File: src/rtl/usart_tx.sv
// rtl/usart_tx.sv - serial frame transmitter: start, LSB-first payload, CRC-8, parity, stop, idle gap
module usart_tx #(
  parameter int DATA_LENGTH  = 16,
  parameter int CRC_LENGTH   = 8,
  parameter int PARITY_CHECK = 1,
  parameter int PARITY_MODE  = 0,
  parameter int GAP_CYCLES   = 24
) (
  input  logic                   clk,
  input  logic                   rsnt,
  input  logic [DATA_LENGTH-1:0] tx_data,
  input  logic                   tx_valid,
  output logic                   tx_ready,
  output logic                   tx,
  output logic                   frame_done
);

  localparam int CNT_W = $clog2(DATA_LENGTH + CRC_LENGTH) + 1;
  localparam int GAP_W = $clog2(GAP_CYCLES + 1);
  localparam logic [CNT_W-1:0] DATA_LAST  = CNT_W'(DATA_LENGTH - 1);
  localparam logic [CNT_W-1:0] CRC_LAST   = CNT_W'(CRC_LENGTH - 1);
  localparam logic [GAP_W-1:0] GAP_INIT   = GAP_W'(GAP_CYCLES);
  // The cycle in which tx_ready is high is itself the last line-high gap cycle.
  localparam logic [GAP_W-1:0] GAP_RELOAD = GAP_W'(GAP_CYCLES - 1);

  typedef enum logic [2:0] {
    IDLE   = 3'd0,
    START  = 3'd1,
    DATA   = 3'd2,
    CRC    = 3'd3,
    PARITY = 3'd4,
    STOP   = 3'd5
  } state_t;

  state_t                 state, state_next;
  logic [DATA_LENGTH-1:0] shreg, shreg_next;
  logic [7:0]             crc, crc_next;
  logic [CNT_W-1:0]       cnt, cnt_next;
  logic [GAP_W-1:0]       gap, gap_next;
  logic                   par, par_next;
  logic                   tx_next, done_next;
  logic [2:0]             crc_idx;

  function automatic logic [7:0] crc_step(input logic [7:0] c, input logic b);
    return {c[6:0], 1'b0} ^ ((c[7] ^ b) ? 8'h07 : 8'h00);
  endfunction

  assign tx_ready = (state == IDLE) && (gap == '0);
  assign crc_idx  = cnt[2:0] + 3'd1;

  always_comb begin
    state_next = state;
    shreg_next = shreg;
    crc_next   = crc;
    cnt_next   = cnt;
    gap_next   = gap;
    par_next   = par;
    tx_next    = 1'b1;
    done_next  = 1'b0;
    case (state)
      IDLE: begin
        if (gap != '0) gap_next = gap - GAP_W'(1);
        if (tx_valid && tx_ready) begin
          state_next = START;
          tx_next    = 1'b0;
          shreg_next = tx_data;
          crc_next   = 8'h00;
          par_next   = 1'(PARITY_MODE);
        end
      end
      START: begin
        state_next = DATA;
        tx_next    = shreg[0];
        shreg_next = shreg >> 1;
        crc_next   = crc_step(crc, shreg[0]);
        par_next   = par ^ shreg[0];
        cnt_next   = '0;
      end
      DATA: begin
        // crc already holds every data bit here; it stays frozen through CRC.
        if (cnt == DATA_LAST) begin
          state_next = CRC;
          tx_next    = crc[0];
          cnt_next   = '0;
        end else begin
          tx_next    = shreg[0];
          shreg_next = shreg >> 1;
          crc_next   = crc_step(crc, shreg[0]);
          par_next   = par ^ shreg[0];
          cnt_next   = cnt + CNT_W'(1);
        end
      end
      CRC: begin
        if (cnt == CRC_LAST) begin
          state_next = PARITY;
          tx_next    = (PARITY_CHECK != 0) ? (par ^ (^crc)) : 1'b1;
        end else begin
          tx_next  = crc[crc_idx];
          cnt_next = cnt + CNT_W'(1);
        end
      end
      PARITY: begin
        state_next = STOP;
        done_next  = 1'b1;
      end
      STOP: begin
        state_next = IDLE;
        gap_next   = GAP_RELOAD;
      end
      default: state_next = IDLE;
    endcase
  end

  always_ff @(posedge clk) begin
    if (rsnt) begin
      state      <= IDLE;
      shreg      <= '0;
      crc        <= 8'h00;
      cnt        <= '0;
      gap        <= GAP_INIT;
      par        <= 1'b0;
      tx         <= 1'b1;
      frame_done <= 1'b0;
    end else begin
      state      <= state_next;
      shreg      <= shreg_next;
      crc        <= crc_next;
      cnt        <= cnt_next;
      gap        <= gap_next;
      par        <= par_next;
      tx         <= tx_next;
      frame_done <= done_next;
    end
  end

endmodule

File: config.mk
export PLATFORM = sky130hd
export DESIGN_NAME = usart_tx
export DESIGN_NICKNAME = d
export VERILOG_FILES = /design/src/rtl/usart_tx.sv
export SDC_FILE = /design/constraint.sdc
export NUM_CORES = 1
export LEC_CHECK = 0
export CAP_MARGIN = 20
export CORE_MARGIN = 10
export CORE_UTILIZATION = 60
export CTS_BUF_LIST = sky130_fd_sc_hd__clkbuf_8
export DETAILED_ROUTE_END_ITERATION = 16
export DONT_BUFFER_PORTS = 1
export PLACE_DENSITY = 0.76
export SYNTH_ARGS = -nofsm -noshare
export SYNTH_HDL_FRONTEND = slang
export SYNTH_SLANG_ARGS = --single-unit
export TNS_END_PERCENT = 20
File: constraint.sdc
create_clock -name clk -period 2.5 [get_ports clk]
set_input_delay 0.5 -clock clk [delete_from_list [all_inputs] [get_ports clk]]
set_output_delay 0.5 -clock clk [all_outputs]
set_load 0.01 [all_outputs]
; ---- Word level (Yosys, flattened, before mapping)
; Cells that the tools add are included.
[word_totals]
inputBits = 19
register_bits = 41
[classes]
add_sub_neg = 3
bitwise_logic = 4
magnitude_cmp = 1
mux = 26
n_reduce_logical = 13
n_eq_ne = 13
[ops]
columns = cell, count
row1 = 16-bit one-hot mux with 3 select lines, 1
row2 = 16-bit 2-to-1 mux, 2
row3 = 8-bit one-hot mux with 3 select lines, 1
row4 = 6-bit one-hot mux with 3 select lines, 1
row5 = 8-bit 2-to-1 mux, 2
row6 = 3-bit one-hot mux with 5 select lines, 1
row7 = 3-bit 2-to-1 mux, 4
row8 = 6-bit 2-to-1 mux, 2
row9 = 5-bit one-hot mux with 2 select lines, 1
row10 = "2-bit != test, second input constant", 4
row11 = 8-bit XOR reduction, 1
row12 = 8-bit by 3-bit XOR with 8-bit output, 1
row13 = 1-bit 2-to-1 mux, 7
row14 = "6-bit by 1-bit adder with 6-bit output, second input constant", 1
row15 = "3-bit by 2-bit == test with 1-bit output, second input constant", 2
row16 = "3-bit == test, second input constant", 2
row17 = "6-bit by 3-bit == test with 1-bit output, second input constant", 1
row18 = "6-bit by 4-bit == test with 1-bit output, second input constant", 1
row19 = 3-bit AND reduction, 2
row20 = 3-bit nonzero test, 2
row21 = 5-bit zero test, 1
row22 = 5-bit 2-to-1 mux, 1
row23 = 5-bit nonzero test, 1
row24 = "5-bit by 1-bit subtractor with 5-bit output, second input constant", 1
row25 = other kinds (12), 17

; ---- Longest topological paths before layout
; Gate-level depths: netlist of run 1.
[logic_depth]
depth_word = 5
ltp_mapped = 8
depth_no_buf = 7

; ---- Worst setup path after synthesis of run 1
; OpenSTA, ideal clock, no wires.
[synth_timing]
path_kind = register to register
from = register cnt[0]
to = register crc[3]
slack_ps = 482
path_buffers = 2
arrival_time_ps = 1896
required_time_ps = 2378
setup_ps = 122
stages_incl_launch_ff = 9
cell_sequence = dfxtp_1 ha_1 nor4bb_1 buf_2 a311o_1 a21oi_2 buf_4 mux2i_1 nor2_1
[synth_between]
elab_chain_cells = 3
[synth_lines]
columns = element, line_no
row1 = "start, declared", 38  ; logic [CNT_W-1:0] cnt, cnt_next;
row2 = "start signal, assigned", 128  ; cnt <= cnt_next;
row3 = 6-bit by 4-bit == test with 1-bit output, 81  ; if (cnt == DATA_LAST) begin
row4 = 2-bit != test (no line), -
row5 = 3-bit AND reduction (no line), -
row6 = "end signal, assigned", 127  ; crc <= crc_next;
row7 = "end, declared", 37  ; logic [7:0] crc, crc_next;
; Every way passes these cells.
; A chain may end at the register's enable or synchronous reset.

; ---- Final worst setup path of run 1
[layout_timing]
from = register gap[0]
to = register crc[7]
[layout_between]
elab_chain_cells = 5
[layout_lines]
columns = element, line_no
row1 = "start, declared", 39  ; logic [GAP_W-1:0] gap, gap_next;
row2 = "start signal, assigned", 129  ; gap <= gap_next;
row3 = 5-bit zero test, 48  ; assign tx_ready = (state == IDLE) && (gap == '0);
row4 = 1-bit logical AND, 48
row5 = 1-bit logical AND, 63  ; if (tx_valid && tx_ready) begin
row6 = 2-bit by 1-bit != test with 1-bit output (no line), -
row7 = 3-bit AND reduction (no line), -
; Every way passes these cells.

==> results.md, run 1 <==
| Quantity | This run | Unit |
|:---|:---|:---|
| Clock tree skew after final layout | 6.66 | ps |
| Number of endpoints failing setup at the final stage | 0 | - |
| Final weighted congestion of routability-driven global placement | 0.874 | - |
| Half-perimeter wire length after detailed placement | 2.97 | mm |
| Reg2reg end | crc[7] | - |
| Cell count of the worst hold path | 1 | - |
| Lkg Pwr | 0.742 | nW |
| Tightest hold margin | 268 | ps |
| Final Cycle Share | 83.4 | % |
| Total number of vias | 1557 | - |
| Ys Warns | 0 | - |
| Portion of the post-synthesis area used by sequential elements | 40.0 | % |
| Cell chosen for the clock root | sky130_fd_sc_hd__clkbuf_8 | - |
| Count of TritonRoute iterations in the first routing pass | 4 | - |
| Die Outline Area | 6150 | µm² |
| Max-capacitance violation count | 0 | - |
| Setup repair after global routing missed its margin | no | - |
| Total routing resource utilization after global routing | 13.4 | % |
| TritonCTS sink count | 41 | - |
| Data required time of the worst path | 2670 | ps |
| Result of the run | finished, final reports clean | - |
| Startpoint of the lowest-slack register-to-register path | gap[0] | - |
| Num ports | 22 | - |
| Standard cell area after detailed placement | 2080 | µm² |
| Share of synthesized registers carrying an async set or reset | 0 | % |
| Post-synthesis sequential element count | 41 | - |
| Most congested layer reported by global routing | met2 | - |
| Critical path arrival | 2260 | ps |
| Buffers added on ports | 0 | - |
| Time the final worst path needs with I/O delays and setup | 2080 | ps |
| Largest net degree at the start of global routing | 32 | - |
| Largest fanout on the critical path | 8 | - |
| Summed area of non-filler cells in the final layout | 2220 | µm² |
| Vias in the first global route | 1527 | - |
| Number of slew-limit violations in the final report | 0 | - |
| Avg Synthesized Cell Area | 9.32 | µm² |
| Most used flip-flop cell after synthesis | sky130_fd_sc_hd__dfxtp_1 | - |
| Type of destination of the critical path | flop | - |
| Top achievable clock speed | 480 | MHz |
| Power density normalized to cell area | 560 | nW/µm² |
| Tightest Pin Transition | 587 | ps |
| Summed instance area of the synthesized netlist | 2050 | µm² |
| Horiz. Die Dim | 78.4 | µm |
| Post-cts hold buffer count | 0 | - |
| Count of final hold-check violations | 0 | - |
| Util after Layout | 67.1 | % |
| Kind of path behind the tightest hold check | in2reg | - |
| Insertion delay of the later-clocked pin in the worst-skew pair | 290 | ps |
| TritonCTS clock tree | done | - |
| Core ar. | 3310 | µm² |
| Antenna violations before repair | 0 | - |
| Antenna diode count | 0 | - |
| Detailed-route wire length per cell | 15.2 | µm |
| Worst rel slew slack | 60.9 | % |
| Cell count of the worst reg-to-reg path | 9 | - |
| Register-to-register path setup slack | 420 | ps |
| Clock buffer count from CTS | 5 | - |
| Worst hold start | rsnt | - |
| Nature of the critical path startpoint | flop | - |
| Synthesized netlist net count | 241 | - |
| Maximum buffer depth of the clock tree | 2 | - |
| Met2 capacity usage during global routing | 22.8 | % |
| Worst Hold Path EP | cnt[2] | - |
| Synthesis-to-finish area growth | 8.36 | % |
| Starting density of the core | 61.9 | % |
| Path type of the worst setup path | reg2reg | - |
| Library cells used by synthesis | 40 | - |
| Wire length of the first global-routing pass | 6.82 | mm |
| Grt ovf | 0 | - |
| Count of standard-cell rows | 21 | - |
| Wire length reported by the detailed router | 4.08 | mm |
| Detailed Route Iter0 Violations | 99 | - |
| Y dimension of the die | 78.4 | µm |
| Total power after layout | 1.24 | mW |
| Met1 global-route usage | 14.6 | % |
| Fraction of final layout cells with drive strength greater than 1 | 12.6 | % |
| Peak supply drop | 0.382 | mV |
| Post-route setup TNS | 0 | ps |
| Clock-pin slew on the worst setup and hold paths | 80 | ps |
| Mapped Cells | 220 | - |
| Average via count per standard cell | 5.79 | - |
| # nets final | 243 | - |
| Remaining antenna violation count after routing | 0 | - |
| Met3 routing resource usage after global routing | 5.35 | % |
| Number of enable-type register cells in the synthesized netlist | 0 | - |
| H-tree levels | 2 | - |
| DRC violation count after routing | 0 | - |
## cell usage after synthesis (2+ instances only)
| cell type | number | share of area, % |
|---|---|---|
| sky130_fd_sc_hd__a21oi_1 | 12 | 2.9 |
| sky130_fd_sc_hd__mux2i_1 | 22 | 11 |
| sky130_fd_sc_hd__a21o_1 | 2 | 0.73 |
| sky130_fd_sc_hd__nor2b_1 | 3 | 0.92 |
| sky130_fd_sc_hd__clkbuf_1 | 5 | 0.92 |
| sky130_fd_sc_hd__nand3b_1 | 3 | 1.1 |
| sky130_fd_sc_hd__a211oi_2 | 5 | 3.1 |
| sky130_fd_sc_hd__buf_2 | 4 | 0.98 |
| sky130_fd_sc_hd__xor2_1 | 5 | 2.1 |
| sky130_fd_sc_hd__nor3_1 | 2 | 0.49 |
| sky130_fd_sc_hd__nand2b_1 | 3 | 0.92 |
| sky130_fd_sc_hd__xnor2_1 | 11 | 4.7 |
| sky130_fd_sc_hd__dfxtp_1 | 41 | 40 |
| sky130_fd_sc_hd__inv_1 | 5 | 0.92 |
| sky130_fd_sc_hd__mux4_2 | 2 | 2.2 |
| sky130_fd_sc_hd__or3_1 | 3 | 0.92 |
| sky130_fd_sc_hd__a311o_1 | 2 | 0.98 |
| sky130_fd_sc_hd__nand3_1 | 6 | 1.5 |
| sky130_fd_sc_hd__nor2_1 | 34 | 6.2 |
| sky130_fd_sc_hd__nand2_1 | 7 | 1.3 |
| sky130_fd_sc_hd__and2_1 | 2 | 0.61 |
| sky130_fd_sc_hd__o21ai_0 | 6 | 1.5 |
| sky130_fd_sc_hd__a211oi_1 | 13 | 4.8 |
| sky130_fd_sc_hd__ha_1 | 2 | 1.2 |
| sky130_fd_sc_hd__buf_4 | 4 | 1.5 |
| sky130_fd_sc_hd__nand4_1 | 2 | 0.61 |
## metrics by stage
stage | setup slack [ps] | instances
detailed placement | 177 | 256
CTS | 143 | 264
global placement | 372 | 256
floorplan | 482 | 220
finish | 415 | 269
global route | 217 | 269
## worst max path at each step
stage / end / slack, ps / startpoint / cells after the start
2_1_floorplan: crc[3] / 480 / cnt[0] / 8
3_3_place_gp: shreg[5] / 370 / gap[0] / 8
3_5_place_dp: shreg[5] / 180 / gap[0] / 8
4_1_cts: shreg[1] / 140 / gap[0] / 8
5_1_grt: tx / 220 / cnt[1] / 7
6_report: crc[7] / 420 / gap[0] / 9
## worst max-delay path: stages, from the launching register on
cell	delay [ps]
sky130_fd_sc_hd__dfxtp_1	340
sky130_fd_sc_hd__inv_1	60
sky130_fd_sc_hd__ha_1	170
sky130_fd_sc_hd__nor4b_1	430
sky130_fd_sc_hd__nand2_1	200
sky130_fd_sc_hd__a21oi_4	220
sky130_fd_sc_hd__buf_12	140
sky130_fd_sc_hd__buf_4	150
sky130_fd_sc_hd__mux2i_1	200
sky130_fd_sc_hd__nor2_1	50
## final cells by class
class	count	area [µm²]
Sequential cell	41	821
Clock inverter	3	17.5
Tap cell	46	57.6
Inverter	5	18.8
Fill cell	292	1090
Timing Repair Buffer	9	92.6
Multi-Input combinational cell	160	1140
Clock buffer	5	68.8
## routing by layer
metal / vias up / share of wire [%]
met4: 0 / 2.0
li1: 782 / -
met2: 33 / 50
met1: 732 / 42
met5: - / 0
met3: 10 / 6.2
## cell usage in the layout, fill, tap and decap left out, types with 6 or more instances in the layout
cell                       instances
sky130_fd_sc_hd__o21ai_0           6
sky130_fd_sc_hd__a211oi_1         13
sky130_fd_sc_hd__xnor2_1          11
sky130_fd_sc_hd__nand3_1           6
sky130_fd_sc_hd__a21oi_1          12
sky130_fd_sc_hd__nand2_1           7
sky130_fd_sc_hd__buf_4             7
sky130_fd_sc_hd__mux2i_1          22
sky130_fd_sc_hd__dfxtp_1          41
sky130_fd_sc_hd__nor2_1           34
## registers in the layout, indices dropped and copies added (netlist names)
signal      cells
state           3
par             1
gap             5
frame_done      1
crc             8
tx              1
shreg          16
cnt             6
## report_power, final
part | total, mW | switching (mW) | internal (mW)
Clock | 0.414 | 0.221 | 0.192
Combinational | 0.120 | 0.0579 | 0.0618
Sequential | 0.710 | 0.0286 | 0.681
## timing repair
item / in CTS / in global routing
gates resized for setup: 0 / 0
setup endpoints to repair: 0 / 9
buffers inserted: 0 / 5
## kinds of logic (layout without fill, tap and decap cells)
kind of cell	after synthesis	after routing	synth area share, %
AOI/OAI and AO/OA	46	46	16.4
muxes	25	25	13.5
DFF	41	41	40.0
buffers and inverters	19	22	4.46
xor gates and xnor gates	17	17	7.94
and+or+nand+nor	70	70	16.4
adders and majority gates	2	2	1.22
Power figures use the tool's default switching activity.
==> run 2: changes to the inputs <==
- CORE_UTILIZATION: 60 -> 59
- PLACE_DENSITY: 0.76 -> 0.78
- clock period: 2.5 -> 1.75 ns (I/O delays scaled with it)
==> run 2 against run 1 <==
  * The run now ends with negative setup slack left
  * Global-route usage is 2.3 points higher
  * Flip-flop and latch count stayed put
  * First-iteration DRC count is 7.1% lower
  * Worst hold slack worse by 160 ps
  * Clock power is 91% higher
  * Critical path depth is 4 lower
  * Critical endpoint is now tx
==> results.md, run 2 (synthesized netlist as in run 1, its figures left out) <==
| Quantity | This run | Unit |
|:---|:---|:---|
| Result of the run | finished with violations | - |
| Violated checks | negative setup slack | - |
| Summed area of non-filler cells in the final layout | 2630 | µm² |
| Worst Hold Path EP | crc[2] | - |
| Count of standard-cell rows | 21 | - |
| H-tree levels | 2 | - |
| Tightest hold margin | 110 | ps |
| Buffers added on ports | 0 | - |
| Critical-path cell list | ha_4 > mux4_2 > mux2i_1 > a211oi_1 > or3_1 | - |
| Detailed-route wire length per cell | 17.2 | µm |
| Total power after layout | 2.07 | mW |
| Registers with the most flip-flops | shreg x16, crc x8, cnt x6 | - |
| Type of destination of the critical path | flop | - |
| Time the final worst path needs with I/O delays and setup | 1780 | ps |
| Total area of multi-input combinational cells | 1250 | µm² |
| Kind of path behind the tightest hold check | in2reg | - |
| Starting density of the core | 61.4 | % |
| Number of endpoints failing setup at the final stage | 3 | - |
| Most congested layer reported by global routing | met2 | - |
| Util after Layout | 78.9 | % |
| Cell chosen for the clock root | sky130_fd_sc_hd__clkbuf_8 | - |
| Worst Slack Setup Final | -32.2 | ps |
| Max FFs per register | 16 | - |
| Nature of the critical path startpoint | flop | - |
| Remaining antenna violation count after routing | 0 | - |
| Met3 routing resource usage after global routing | 5.86 | % |
| Count of TritonRoute iterations in the first routing pass | 4 | - |
| Peak supply drop | 0.478 | mV |
| Wire length reported by the detailed router | 5.08 | mm |
| Power density normalized to cell area | 785 | nW/µm² |
| TritonCTS sink count | 41 | - |
| Clock buffer count from CTS | 5 | - |
| Family with the most delay on the worst path | multiplexers | - |
| Largest Register | shreg | - |
| Commonest cells after routing, fill and taps aside | sky130_fd_sc_hd__dfxtp_1, sky130_fd_sc_hd__nor2_1, sky130_fd_sc_hd__buf_4, sky130_fd_sc_hd__mux2i_1 | - |
| Y dimension of the die | 78.9 | µm |
| Synthesis-to-finish area growth | 28.4 | % |
| Fraction of final layout cells with drive strength greater than 1 | 30.8 | % |
| Lkg Pwr | 0.942 | nW |
| Cell count of the worst hold path | 1 | - |
| Post-cts hold buffer count | 0 | - |
| Num ports | 22 | - |
| DRC violation count after routing | 0 | - |
| Die Outline Area | 6230 | µm² |
| Largest fanout on the critical path | 2 | - |
| Total routing resource utilization after global routing | 15.7 | % |
| Number of slew-limit violations in the final report | 0 | - |
| Worst rel slew slack | 72.5 | % |
| Worst path max stage delay | 480 | ps |
| Clock tree skew after final layout | 7.46 | ps |
| Grt ovf | 0 | - |
| Met2 capacity usage during global routing | 27.3 | % |
| Maximum buffer depth of the clock tree | 2 | - |
| Horiz. Die Dim | 78.9 | µm |
| Critical path arrival | 1960 | ps |
| Path type of the worst setup path | reg2reg | - |
| Final weighted congestion of routability-driven global placement | 0.903 | - |
| Placed cell count | 281 | - |
| Register-to-register path setup slack | -30 | ps |
| Antenna violations before repair | 0 | - |
| Worst hold start | rsnt | - |
| Largest net degree at the start of global routing | 32 | - |
| Wire length of the first global-routing pass | 8.07 | mm |
| TritonCTS clock tree | done | - |
| Standard cell area after detailed placement | 2300 | µm² |
| Total number of vias | 1741 | - |
| Flip-flop and latch area | 830 | µm² |
| Core ar. | 3340 | µm² |
| Antenna diode count | 0 | - |
| Buffer and inverter count on the worst path | 0 | - |
| Clock-pin slew on the worst setup and hold paths | 80 | ps |
| # nets final | 270 | - |
| Vias in the first global route | 1773 | - |
| Insertion delay of the later-clocked pin in the worst-skew pair | 300 | ps |
| Half-perimeter wire length after detailed placement | 3.15 | mm |
| Top achievable clock speed | 561 | MHz |
| Setup Slack @ Placement | -190 | ps |
| Tightest Pin Transition | 409 | ps |
| Detailed Route Iter0 Violations | 92 | - |
| Reg2reg end | tx | - |
| Setup repair after global routing missed its margin | yes | - |
| Final Instance Count excl. Fillers | 296 | - |
| Data required time of the worst path | 1930 | ps |
| Average via count per standard cell | 5.88 | - |
| Slowest stage cell, crit path | sky130_fd_sc_hd__mux4_2 | - |
| Max-capacitance violation count | 0 | - |
| Startpoint of the lowest-slack register-to-register path | cnt[0] | - |
| Cell count of the worst reg-to-reg path | 5 | - |
| Final Cycle Share | 102 | % |
| Count of final hold-check violations | 0 | - |
| Number of fillers in the final layout | 211 | - |
| Most common cell after layout, fill and taps aside | sky130_fd_sc_hd__dfxtp_1 | - |
| Post-route setup TNS | -67.8 | ps |
| Met1 global-route usage | 16.4 | % |
==> run 2: layer usage <==
metal / up-vias / share of wire [%] / wire length [µm]
li1: 838 / - / -
met1: 840 / 41 / 2080
met2: 46 / 51 / 2570
met3: 17 / 5.6 / 284
met4: 0 / 2.9 / 147
met5: - / 0 / 0
==> run 2: cell type report <==
type	instances	share of cell area, %
multi-input combinational	160	47.6
sequential	41	31.5
timing repair buffer	36	13.5
clock buffer	6	3.14
tap	46	2.19
clock inverter	2	1.38
inverter	5	0.713
==> run 2: repair_timing <==
item | in CTS | in global routing
pin swaps | 8 | 21
resized for setup | 13 | 18
gates cloned | 0 | 2
endpoints found under the hold margin | 0 | 0
setup buffers | 5 | 0
endpoints found under the setup margin | 33 | 29
==> run 2: worst reg2reg max path, cell delays in order (launching register included) <==
cell and delay (ps):
sky130_fd_sc_hd__dfxtp_4 360, sky130_fd_sc_hd__ha_4 270, sky130_fd_sc_hd__mux4_2 480, sky130_fd_sc_hd__mux2i_1 180, sky130_fd_sc_hd__a211oi_1 70, sky130_fd_sc_hd__or3_1 320
==> run 2: where the power goes <==
group          internal, mW  total (mW)  switching, mW
clock                 0.465       0.789          0.324
sequential            0.973        1.01         0.0369
combinational         0.150       0.267          0.117
==> run 2: how the worst max path moves through the flow <==
stage,start,end,slack (ps),cells past startpoint
finish,cnt[0],tx,-30,5
CTS,cnt[0],tx,-30,5
global placement,gap[0],crc[4],-110,9
global route,cnt[0],shreg[9],-80,8
detailed placement,gap[0],crc[3],-190,9
floorplan,cnt[0],crc[5],-80,8
